### src/rtl/conv_gpio_ctrl.sv
// ---------------------------------------------------------------------------
// conv_gpio_ctrl
//
// Command sequencer sitting between the MicroBlaze 32-bit GPIO pair and the
// 2D-convolution datapath. The host writes command words on i_gpio_cmd and
// flips bit 28 (strobe) to issue a new command. The block loads kernel
// coefficients, streams pixels into the image RAM, starts convolution runs,
// and reads results back one word at a time. Status is returned on
// o_gpio_rsp as {busy, done, error, ack, 0..., read data}.
//
// Ports:
//   CLK100MHZ      system clock
//   ck_rst         asynchronous active-low reset
//   i_gpio_cmd     host command word  {op[2:0], strobe, ..., arg}
//   o_gpio_rsp     status word        {busy, done, error, ack, 0, data}
//   o_kernel_*     kernel coefficient write port (we, idx, data)
//   o_ram_*        image RAM write port (we, addr, data)
//   o_conv_start   one-cycle run start pulse
//   o_conv_len     number of output words for the run
//   i_conv_done    one-cycle run-complete pulse from the datapath
//   o_res_addr     result RAM read address
//   i_res_data     result RAM read data (one-cycle latency)
//   o_led          {error, done, busy}, one cycle behind the status word
// ---------------------------------------------------------------------------
module conv_gpio_ctrl #(
    parameter int BIT_LEN    = 8,
    parameter int CONV_LEN   = 20,
    parameter int M_LEN      = 3,
    parameter int NB_ADDRESS = 10,
    parameter int GPIO_D     = 32
) (
    input  logic                  CLK100MHZ,
    input  logic                  ck_rst,
    input  logic [GPIO_D-1:0]     i_gpio_cmd,
    output logic [GPIO_D-1:0]     o_gpio_rsp,
    output logic                  o_kernel_we,
    output logic [3:0]            o_kernel_idx,
    output logic [BIT_LEN-1:0]    o_kernel_data,
    output logic                  o_ram_we,
    output logic [NB_ADDRESS-1:0] o_ram_addr,
    output logic [BIT_LEN-1:0]    o_ram_data,
    output logic                  o_conv_start,
    output logic [NB_ADDRESS-1:0] o_conv_len,
    input  logic                  i_conv_done,
    output logic [NB_ADDRESS-1:0] o_res_addr,
    input  logic [CONV_LEN-1:0]   i_res_data,
    output logic [2:0]            o_led
);

    // Argument field wide enough for both pixel/coef data and run length.
    localparam int ARG_W   = (BIT_LEN > NB_ADDRESS) ? BIT_LEN : NB_ADDRESS;
    // Compact command record kept internally: {op[2:0], strobe, arg}.
    localparam int CMD_W   = 4 + ARG_W;
    localparam int STB_BIT = GPIO_D - 4;

    localparam logic [2:0] OP_NOP   = 3'd0;
    localparam logic [2:0] OP_SRST  = 3'd1;
    localparam logic [2:0] OP_LDK   = 3'd2;
    localparam logic [2:0] OP_LDP   = 3'd3;
    localparam logic [2:0] OP_START = 3'd4;
    localparam logic [2:0] OP_RD    = 3'd5;

    localparam logic [1:0] ST_IDLE    = 2'd0;
    localparam logic [1:0] ST_RUN     = 2'd1;
    localparam logic [1:0] ST_RD_WAIT = 2'd2;
    localparam logic [1:0] ST_RD_CAP  = 2'd3;

    localparam logic [3:0]            K_LAST   = 4'(M_LEN * M_LEN - 1);
    localparam logic [NB_ADDRESS-1:0] ADDR_ONE = NB_ADDRESS'(1);

    logic [1:0]            state_reg, state_next;
    logic                  strobe_last_reg, strobe_last_next;
    logic                  pend_valid_reg, pend_valid_next;
    logic [CMD_W-1:0]      pend_cmd_reg, pend_cmd_next;
    logic                  rd_strobe_reg, rd_strobe_next;
    logic                  busy_reg, busy_next;
    logic                  done_reg, done_next;
    logic                  error_reg, error_next;
    logic                  ack_reg, ack_next;
    logic [CONV_LEN-1:0]   rdata_reg, rdata_next;
    logic [3:0]            kidx_reg, kidx_next;
    logic [NB_ADDRESS-1:0] wr_ptr_reg, wr_ptr_next;
    logic [NB_ADDRESS-1:0] rd_ptr_reg, rd_ptr_next;
    logic                  kernel_we_reg, kernel_we_next;
    logic [3:0]            kernel_idx_reg, kernel_idx_next;
    logic [BIT_LEN-1:0]    kernel_data_reg, kernel_data_next;
    logic                  ram_we_reg, ram_we_next;
    logic [NB_ADDRESS-1:0] ram_addr_reg, ram_addr_next;
    logic [BIT_LEN-1:0]    ram_data_reg, ram_data_next;
    logic                  conv_start_reg, conv_start_next;
    logic [NB_ADDRESS-1:0] conv_len_reg, conv_len_next;
    logic [NB_ADDRESS-1:0] res_addr_reg, res_addr_next;
    logic [2:0]            led_reg, led_next;

    logic [CMD_W-1:0]      cmd_in;
    logic                  new_cmd;
    logic [2:0]            cmd_op;
    logic                  exec_valid;
    logic [CMD_W-1:0]      exec_cmd;
    logic [2:0]            exec_op;
    logic                  exec_strobe;
    logic [ARG_W-1:0]      exec_arg;
    logic                  hold_cmd;
    logic                  do_srst;

    // Host bits between the strobe and the argument field carry no meaning.
    logic unused_cmd_bits;
    assign unused_cmd_bits = ^i_gpio_cmd[GPIO_D-5:ARG_W];

    assign cmd_in  = {i_gpio_cmd[GPIO_D-1:GPIO_D-4], i_gpio_cmd[ARG_W-1:0]};
    assign new_cmd = (i_gpio_cmd[STB_BIT] != strobe_last_reg);
    assign cmd_op  = cmd_in[CMD_W-1 -: 3];

    // In IDLE a parked command always goes before a fresh one so that
    // commands execute in the order the host issued them.
    always_comb begin
        exec_valid = 1'b0;
        exec_cmd   = cmd_in;
        if (state_reg == ST_IDLE) begin
            if (pend_valid_reg) begin
                exec_valid = 1'b1;
                exec_cmd   = pend_cmd_reg;
            end else if (new_cmd) begin
                exec_valid = 1'b1;
            end
        end
    end

    assign exec_op     = exec_cmd[CMD_W-1 -: 3];
    assign exec_strobe = exec_cmd[ARG_W];
    assign exec_arg    = exec_cmd[ARG_W-1:0];

    always_comb begin
        state_next       = state_reg;
        strobe_last_next = i_gpio_cmd[STB_BIT];
        pend_valid_next  = pend_valid_reg;
        pend_cmd_next    = pend_cmd_reg;
        rd_strobe_next   = rd_strobe_reg;
        busy_next        = busy_reg;
        done_next        = done_reg;
        error_next       = error_reg;
        ack_next         = ack_reg;
        rdata_next       = rdata_reg;
        kidx_next        = kidx_reg;
        wr_ptr_next      = wr_ptr_reg;
        rd_ptr_next      = rd_ptr_reg;
        kernel_we_next   = 1'b0;
        kernel_idx_next  = kernel_idx_reg;
        kernel_data_next = kernel_data_reg;
        ram_we_next      = 1'b0;
        ram_addr_next    = ram_addr_reg;
        ram_data_next    = ram_data_reg;
        conv_start_next  = 1'b0;
        conv_len_next    = conv_len_reg;
        res_addr_next    = res_addr_reg;
        led_next         = {error_reg, done_reg, busy_reg};
        hold_cmd         = 1'b0;
        do_srst          = 1'b0;

        case (state_reg)
            ST_IDLE: begin
                if (pend_valid_reg) begin
                    pend_valid_next = 1'b0;
                    hold_cmd        = new_cmd;
                end
            end
            ST_RUN: begin
                if (i_conv_done) begin
                    // Completion wins; a same-cycle command is parked and
                    // runs from IDLE on the next cycle.
                    busy_next   = 1'b0;
                    done_next   = 1'b1;
                    rd_ptr_next = '0;
                    state_next  = ST_IDLE;
                    hold_cmd    = new_cmd;
                end else if (new_cmd) begin
                    ack_next = cmd_in[ARG_W];
                    if (cmd_op == OP_SRST) begin
                        do_srst = 1'b1;
                    end else if (cmd_op != OP_NOP) begin
                        error_next = 1'b1;
                    end
                end
            end
            ST_RD_WAIT: begin
                state_next = ST_RD_CAP;
                hold_cmd   = new_cmd;
            end
            ST_RD_CAP: begin
                rdata_next  = i_res_data;
                ack_next    = rd_strobe_reg;
                rd_ptr_next = rd_ptr_reg + ADDR_ONE;
                state_next  = ST_IDLE;
                hold_cmd    = new_cmd;
            end
            default: state_next = ST_IDLE;
        endcase

        if (exec_valid) begin
            ack_next = exec_strobe;
            case (exec_op)
                OP_NOP: ;
                OP_SRST: do_srst = 1'b1;
                OP_LDK: begin
                    kernel_we_next   = 1'b1;
                    kernel_idx_next  = kidx_reg;
                    kernel_data_next = exec_arg[BIT_LEN-1:0];
                    kidx_next        = (kidx_reg == K_LAST) ? 4'd0 : kidx_reg + 4'd1;
                end
                OP_LDP: begin
                    ram_we_next   = 1'b1;
                    ram_addr_next = wr_ptr_reg;
                    ram_data_next = exec_arg[BIT_LEN-1:0];
                    wr_ptr_next   = wr_ptr_reg + ADDR_ONE;
                    if (&wr_ptr_reg) begin
                        error_next = 1'b1;
                    end
                end
                OP_START: begin
                    if (exec_arg[NB_ADDRESS-1:0] == '0) begin
                        error_next = 1'b1;
                    end else begin
                        conv_start_next = 1'b1;
                        conv_len_next   = exec_arg[NB_ADDRESS-1:0];
                        done_next       = 1'b0;
                        busy_next       = 1'b1;
                        state_next      = ST_RUN;
                    end
                end
                OP_RD: begin
                    // Ack is deferred until the data is captured in RD_CAP.
                    ack_next       = ack_reg;
                    res_addr_next  = rd_ptr_reg;
                    rd_strobe_next = exec_strobe;
                    state_next     = ST_RD_WAIT;
                end
                default: error_next = 1'b1;
            endcase
        end

        if (do_srst) begin
            state_next  = ST_IDLE;
            kidx_next   = '0;
            wr_ptr_next = '0;
            rd_ptr_next = '0;
            done_next   = 1'b0;
            error_next  = 1'b0;
            busy_next   = 1'b0;
        end

        // Single-entry pending slot; an overflow drops the command and flags it.
        if (hold_cmd) begin
            if (pend_valid_next) begin
                error_next = 1'b1;
            end else begin
                pend_valid_next = 1'b1;
                pend_cmd_next   = cmd_in;
            end
        end
    end

    always_ff @(posedge CLK100MHZ or negedge ck_rst) begin
        if (!ck_rst) begin
            state_reg       <= ST_IDLE;
            strobe_last_reg <= 1'b0;
            pend_valid_reg  <= 1'b0;
            pend_cmd_reg    <= '0;
            rd_strobe_reg   <= 1'b0;
            busy_reg        <= 1'b0;
            done_reg        <= 1'b0;
            error_reg       <= 1'b0;
            ack_reg         <= 1'b0;
            rdata_reg       <= '0;
            kidx_reg        <= '0;
            wr_ptr_reg      <= '0;
            rd_ptr_reg      <= '0;
            kernel_we_reg   <= 1'b0;
            kernel_idx_reg  <= '0;
            kernel_data_reg <= '0;
            ram_we_reg      <= 1'b0;
            ram_addr_reg    <= '0;
            ram_data_reg    <= '0;
            conv_start_reg  <= 1'b0;
            conv_len_reg    <= '0;
            res_addr_reg    <= '0;
            led_reg         <= '0;
        end else begin
            state_reg       <= state_next;
            strobe_last_reg <= strobe_last_next;
            pend_valid_reg  <= pend_valid_next;
            pend_cmd_reg    <= pend_cmd_next;
            rd_strobe_reg   <= rd_strobe_next;
            busy_reg        <= busy_next;
            done_reg        <= done_next;
            error_reg       <= error_next;
            ack_reg         <= ack_next;
            rdata_reg       <= rdata_next;
            kidx_reg        <= kidx_next;
            wr_ptr_reg      <= wr_ptr_next;
            rd_ptr_reg      <= rd_ptr_next;
            kernel_we_reg   <= kernel_we_next;
            kernel_idx_reg  <= kernel_idx_next;
            kernel_data_reg <= kernel_data_next;
            ram_we_reg      <= ram_we_next;
            ram_addr_reg    <= ram_addr_next;
            ram_data_reg    <= ram_data_next;
            conv_start_reg  <= conv_start_next;
            conv_len_reg    <= conv_len_next;
            res_addr_reg    <= res_addr_next;
            led_reg         <= led_next;
        end
    end

    always_comb begin
        o_gpio_rsp                 = '0;
        o_gpio_rsp[GPIO_D-1]       = busy_reg;
        o_gpio_rsp[GPIO_D-2]       = done_reg;
        o_gpio_rsp[GPIO_D-3]       = error_reg;
        o_gpio_rsp[GPIO_D-4]       = ack_reg;
        o_gpio_rsp[CONV_LEN-1:0]   = rdata_reg;
    end

    assign o_kernel_we   = kernel_we_reg;
    assign o_kernel_idx  = kernel_idx_reg;
    assign o_kernel_data = kernel_data_reg;
    assign o_ram_we      = ram_we_reg;
    assign o_ram_addr    = ram_addr_reg;
    assign o_ram_data    = ram_data_reg;
    assign o_conv_start  = conv_start_reg;
    assign o_conv_len    = conv_len_reg;
    assign o_res_addr    = res_addr_reg;
    assign o_led         = led_reg;

endmodule

### config.mk
export PLATFORM = sky130hd
export DESIGN_NAME = conv_gpio_ctrl
export DESIGN_NICKNAME = d
export VERILOG_FILES = /design/src/rtl/conv_gpio_ctrl.sv
export SDC_FILE = /design/constraint.sdc
export NUM_CORES = 1
export LEC_CHECK = 0
export BUFFER_PORTS_ARGS = -buffer_cell sky130_fd_sc_hd__clkbuf_2
export CORE_MARGIN = 1
export CORE_UTILIZATION = 57
export DETAILED_ROUTE_END_ITERATION = 8
export PLACE_DENSITY_LB_ADDON = 0.12
export REMOVE_ABC_BUFFERS = 1
export SLEW_MARGIN = 10
export SYNTH_ARGS = -nofsm -noshare
export SYNTH_HDL_FRONTEND = slang
export SYNTH_SLANG_ARGS = --single-unit
### constraint.sdc
create_clock -name CLK100MHZ -period 7.2 [get_ports CLK100MHZ]
set_input_delay 1.44 -clock CLK100MHZ [delete_from_list [all_inputs] [get_ports CLK100MHZ]]
set_output_delay 1.44 -clock CLK100MHZ [all_outputs]
set_load 0.01 [all_outputs]
==> results.toml, run 1 <==
[sta]
clock.fmax_ghz = 0.308
timing.final.setup_violations = 0
tightest_slew_ns = 1.11
finClkSkew_ns = 0.0110
final.hold.worst_slack_ns = 0.421
final.min_clock_period_ns = 3.24
max_slew_margin_pct = 26.2
finalCritPeriodShare_pct = 45.1
maxSlewViolCount = 0
setup-tns-final_ns = 0
hold_viol_final = 0
setup_repair_after_global_routing_missed_its_margin = "no"

[hold_path]
timing.hold.worst.class = "reg2reg"

[floorplanning]
num_rows = 35
dieWidth_um = 99.1
io_pins = 143
die_height_um = 99.1
floorplan.initialDensity_pct = 58.4
design.die.area_um2 = 9820
floorplan.core_area_um2 = 9200

[cells_and_area]
count_of_non_filler_cells_in_the_finished_layout = 744
largest_register_ff_count = 20
layout.cell_area.non_filler_um2 = 6610
fin_util_pct = 71.9
antennaDiodeCount = 0
area_growth_pct = 23.0
finalNetCount = 680
post_route_cells_drive_above_1_share_pct = 30.6

[setup_path]
worst_setup_path_end_kind = "register"
arrival_ns = 3.63
critical_path.startpoint_type = "input port"
critical_path_peak_fanout = 14
timing_worst_setup_path_type = "in2reg"
worstPathRequired_ns = 7.59

[clock_tree]
hold_buffers = 0
clockRootBuffer = "clkbuf_8"
clk_pin_slew_ns = 0.05
clock_latency_ns = 0.51
numClockSinks = 123
cts_tree = "done"
numCtsBuffers = 17
cts_setup_buffers = 0
ctsLongestPathBuffers = 2
clock_tree.htree_level_count = 4
post_cts_resized = 0

[placed_design]
numPlacedInstances = 713
io_buffers = 116
post_dp_cell_area_um2 = 5970
detailed_place_hpwl_mm = 7.66
place.gp.congestion = 0.854

[synth]
synth_mux_area_share_pct = 10.7
yosysWarningCount = 0
synth_xor_area_share_pct = 0.978
mappedNetlistArea_um2 = 5370
syn-mean-instance-area_um2 = 10.6
synth_simple_gate_area_share_pct = 15.0
synth-seq-cells = 123
synth_cell_types = 54
synth_enable_flop_cells = 0
synth-adder-area-share_pct = 0.931
synthArstFlopShare_pct = 100
synth_top_family_by_area = "simple AND/OR/NAND/NOR gates"
synth.most_common_cell = "dfrtp_1"
most_instantiated_cells_after_synthesis = "dfrtp_1 (123), nand2_1 (88), nor2_1 (47), mux2_2 (40), a21oi_1 (33)"
netlist.top_cell.by_area = "dfrtp_1"
post-synth-top-area-fraction_pct = 57.3
ys_top_cells_by_area = "dfrtp_1 (57%), mux2_2 (8.4%), nand2_1 (6.1%)"
synth_flop_cell = "dfrtp_1"
synth.yosys.seq_area_share_pct = 57.3
postSynthCellCount = 509
synth_compound_area_share_pct = 10.8

[global_routing]
number_of_global_route_vias_before_repair = 3938
grt_antenna_before_repair = 0
largest_net_degree_at_the_start_of_global_routing = 80
grt_remaining_overflow = 0
track_usage_pct = 24.7
global_route_wire_length_before_repair_mm = 19.0

[power]
p_sw_share_pct = 32.7
power.sequential.fraction_pct = 39.9
leak_pwr_nw = 3.26
power.clock.fraction_pct = 31.4
switching_power_uw = 941
comb_power_share_pct = 28.7
power.density_cell_area_nw_per_um2 = 436
peakVddDrop_v = 0.000210
power.internal_mw = 1.94

[routing]
drc = 0
drt-initial-drc-count = 219
ant_nets = 0
drt-pass1-iter-count = 4
routed_via_density = 5.59
drt-total-wl_mm = 11.5
route.detailed.wl_per_inst_um = 15.4
routed-via-count = 4157

[run_status]
outcome = "complete, no violations"

[run]
maxCapViolCount = 0
[critical path, cell delays in order]
cell and delay [ns]:
clkbuf_2 0.15, xor2_1 0.50, a41oi_1 0.27, nor3_2 0.83, mux2_2 0.43
[layer usage]
metal / routed length (um) / up-vias / GRT usage (%)
met2: 5640 / 130 / 40.4
met4: 73 / 0 / 7.58
met3: 610 / 6 / 6.39
met1: 5140 / 2040 / 32.8
met5: 0 / - / 0
li1: - / 1981 / -
[metrics by stage]
stage,worst slack [ns],total power [mW]
floorplan,3.74,1.63
global placement,3.49,1.94
detailed placement,3.45,1.98
CTS,3.94,2.90
global route,3.78,3.05
finish,3.96,2.88
[cells in the final DEF (no fill, tap or decap), drive strengths merged, types with 2 or more instances in the layout]
| cell type | synthesis | routed |
|---|---|---|
| a211oi | 2 | 2 |
| a21o | 2 | 2 |
| a21oi | 33 | 33 |
| a22o | 2 | 2 |
| a22oi | 2 | 2 |
| a31oi | 10 | 10 |
| a41oi | 2 | 2 |
| and3 | 5 | 5 |
| buf | 20 | 4 |
| bufinv | 0 | 5 |
| clkbuf | 13 | 135 |
| clkinv | 0 | 4 |
| clkinvlp | 0 | 2 |
| conb | 1 | 8 |
| dfrtp | 123 | 123 |
| ha | 4 | 4 |
| inv | 11 | 11 |
| mux2 | 41 | 41 |
| mux2i | 11 | 11 |
| nand2 | 88 | 88 |
| nand3 | 8 | 8 |
| nand3b | 2 | 2 |
| nand4 | 6 | 6 |
| nor2 | 48 | 48 |
| nor3 | 5 | 5 |
| nor3b | 6 | 6 |
| nor4 | 4 | 4 |
| o21ai | 29 | 29 |
| o31ai | 2 | 2 |
| o41ai | 2 | 2 |
| or3 | 3 | 3 |
| xnor2 | 4 | 4 |
| xor2 | 2 | 2 |
[cell families (layout without fill, tap and decap cells)]
family / count (synthesis) / after routing
fa+ha+maj: 4 / 4
compound gates: 97 / 97
simple gates: 182 / 182
xor+xnor: 6 / 6
mux: 52 / 52
buf+inv: 44 / 161
other cells: 1 / 8
flops: 123 / 123
[worst paths after layout]
path	startpoint	end	slack (ns)	cells after the start
min in group asynchronous	ck_rst	o_conv_len[0]$_DFFE_PN0P_	0.93	1
max in group asynchronous	ck_rst	error_reg$_DFF_PN0_	4.90	2
hold / removal	done_reg$_DFF_PN0_	o_led[1]$_DFF_PN0_	0.42	0
setup / recovery	i_gpio_cmd[28]	o_res_addr[9]$_DFFE_PN0P_	3.96	5
hold reg to reg	done_reg$_DFF_PN0_	o_led[1]$_DFF_PN0_	0.42	0
setup reg to reg	state_reg[0]$_DFF_PN0_	wr_ptr_reg[0]$_DFFE_PN0P_	4.19	5
[power by group through the flow]
stage | Combinational [mW] | Sequential [mW] | Clock [mW]
2_1_floorplan | 0.412 | 1.22 | 0
4_1_cts | 0.836 | 1.15 | 0.919
3_5_place_dp | 0.825 | 1.16 | 0
6_report | 0.828 | 1.15 | 0.905
3_3_place_gp | 0.799 | 1.14 | 0
5_1_grt | 0.918 | 1.18 | 0.950
[area by class of cell]
class,instances,area (um2)
sequential,123,3080
fill,655,2590
multi-input combinational,349,2110
timing repair buffer,119,606
clock buffer,20,445
clock inverter,11,193
tap,111,139
inverter,11,41.3
(Power assumes the default switching activity.)
==> inputs of run 2 (changes only) <==
--- a/config.mk
+++ b/config.mk
@@ -7,7 +7,7 @@
 export LEC_CHECK = 0
 export BUFFER_PORTS_ARGS = -buffer_cell sky130_fd_sc_hd__clkbuf_2
 export CORE_MARGIN = 1
-export CORE_UTILIZATION = 57
+export CORE_UTILIZATION = 47
 export DETAILED_ROUTE_END_ITERATION = 8
 export PLACE_DENSITY_LB_ADDON = 0.12
 export REMOVE_ABC_BUFFERS = 1
==> constraint.sdc (replaced) <==
create_clock -name CLK100MHZ -period 2.71 [get_ports CLK100MHZ]
set_input_delay 0.542 -clock CLK100MHZ [delete_from_list [all_inputs] [get_ports CLK100MHZ]]
set_output_delay 0.542 -clock CLK100MHZ [all_outputs]
set_load 0.01 [all_outputs]
==> results.toml, run 2 (synthesized netlist as in run 1, its figures left out) <==
[run_status]
outcome = "complete, no violations"

[clock_tree]
hold_buffers = 0
cts_setup_buffers = 0
ctsLongestPathBuffers = 2
clock_tree.htree_level_count = 4
clock_latency_ns = 0.42
cts_tree = "done"
clk_pin_slew_ns = 0.05
post_cts_resized = 0
numCtsBuffers = 17
clockRootBuffer = "clkbuf_16"
numClockSinks = 123

[floorplanning]
floorplan.initialDensity_pct = 48.9
dieWidth_um = 109
die_height_um = 109
io_pins = 143
floorplan.core_area_um2 = 11000
design.die.area_um2 = 11900
num_rows = 38

[sta]
clock.fmax_ghz = 0.414
maxSlewViolCount = 0
finClkSkew_ns = 0.00722
finalCritPeriodShare_pct = 89.2
final.min_clock_period_ns = 2.42
setup-tns-final_ns = 0
tightest_slew_ns = 0.760
setup_repair_after_global_routing_missed_its_margin = "no"
max_slew_margin_pct = 49.3
timing.final.setup_violations = 0
hold_viol_final = 0

[global_routing]
grt_remaining_overflow = 0
track_usage_pct = 20.5
largest_net_degree_at_the_start_of_global_routing = 48
global_route_wire_length_before_repair_mm = 18.5
number_of_global_route_vias_before_repair = 3903
grt_antenna_before_repair = 0

[routing]
drc = 0
drt-initial-drc-count = 238
routed-via-count = 4186
routed_via_density = 5.27
drt-total-wl_mm = 11.4
ant_nets = 0
drt-pass1-iter-count = 4
route.detailed.wl_per_inst_um = 14.4

[cells_and_area]
layout.cells.most_common_list = "dfrtp_1 (123), clkbuf_2 (115), nand2_1 (88), nor2_1 (46), mux2_2 (40)"
count_of_non_filler_cells_in_the_finished_layout = 794
antennaDiodeCount = 0
post_route_cells_drive_above_1_share_pct = 32.6
fin_util_pct = 61.8
area_growth_pct = 26.3
most_common_library_cell_in_the_layout_ignoring_fill_and_taps = "dfrtp_1"
largest_register_ff_count = 20
finalNetCount = 700

[setup_path]
arrival_ns = 2.75
critical_path.startpoint_type = "register"
timing_worst_setup_path_type = "reg2reg"
worst_setup_path_end_kind = "register"
worstRegToRegCells = 5
critical_path_peak_fanout = 10
worstPathRequired_ns = 3.05

[power]
post-layout-total-power_mw = 7.63
leak_pwr_nw = 3.37
peakVddDrop_v = 0.000610
power.density_cell_area_nw_per_um2 = 1120

[placed_design]
numPlacedInstances = 762
place.gp.congestion = 0.841
detailed_place_hpwl_mm = 8.16
io_buffers = 116

[hold_path]
timing.hold.worst.class = "in2async"

[run]
maxCapViolCount = 0
[run 2: cell count changes in the layout (fill, tap and decap cells not counted), sizes merged]
cell / change
buf: +20
clkinvlp: -2
bufinv: -2
clkbuf: +5
[run 2: per-stage QoR]
step	hold slack (ns)	instance area, um2	worst slack [ns]
floorplan	0.246	5220	-0.210
global placement	0.409	6170	0.359
detailed placement	0.402	6170	0.321
CTS	0.153	6790	0.299
global route	0.185	6790	0.202
finish	0.134	6790	0.293
[run 2: critical path, cell delays in order (launching register included)]
cell      delay, ns
dfrtp_1        0.49
or3b_1         0.51
mux2_4         0.39
a2111o_1       0.45
or3_1          0.34
a21oi_1        0.16
[run 2: final cells by class]
type                    count  area [um2]
fillers                   908        4200
repair buffers            139         768
clock buffers              25         505
flip-flops and latches    123        3080
multi-input cells         349        2110
clock inverters             7         110
inverters                  11        41.3
well taps                 140         175
[run 2: path summary, 6_finish.rpt]
check                                               from                         to  slack [ns]
worst max-delay path            pend_valid_reg$_DFF_PN0_  wr_ptr_reg[5]$_DFFE_PN0P_        0.29
worst min-delay path                              ck_rst   rdata_reg[0]$_DFFE_PN0P_        0.13
worst max register to register  pend_valid_reg$_DFF_PN0_  wr_ptr_reg[5]$_DFFE_PN0P_        0.29
worst min register to register        busy_reg$_DFF_PN0_         o_led[0]$_DFF_PN0_        0.43
max in group asynchronous                         ck_rst  o_ram_addr[3]$_DFFE_PN0P_        1.76
min in group CLK100MHZ                    i_res_data[19]  rdata_reg[19]$_DFFE_PN0P_        0.32
[run 2: power breakdown]
| group | internal [mW] | leakage, nW | total (mW) | switching, mW |
|---|---|---|---|---|
| clock network | 1.56 | 0.307 | 2.31 | 0.753 |
| logic | 1.04 | 1.52 | 2.30 | 1.25 |
| registers | 2.55 | 1.54 | 3.02 | 0.465 |
| total | 5.16 | 3.37 | 7.63 | 2.47 |
[run 2: per-layer routing]
metal | global-route usage [%] | vias to the layer above | part of all wire, %
li1 | - | 2027 | -
met1 | 26.0 | 2018 | 45
met2 | 31.9 | 120 | 47
met3 | 5.80 | 21 | 5.9
met4 | 10.8 | 0 | 2.0
met5 | 0 | - | 0
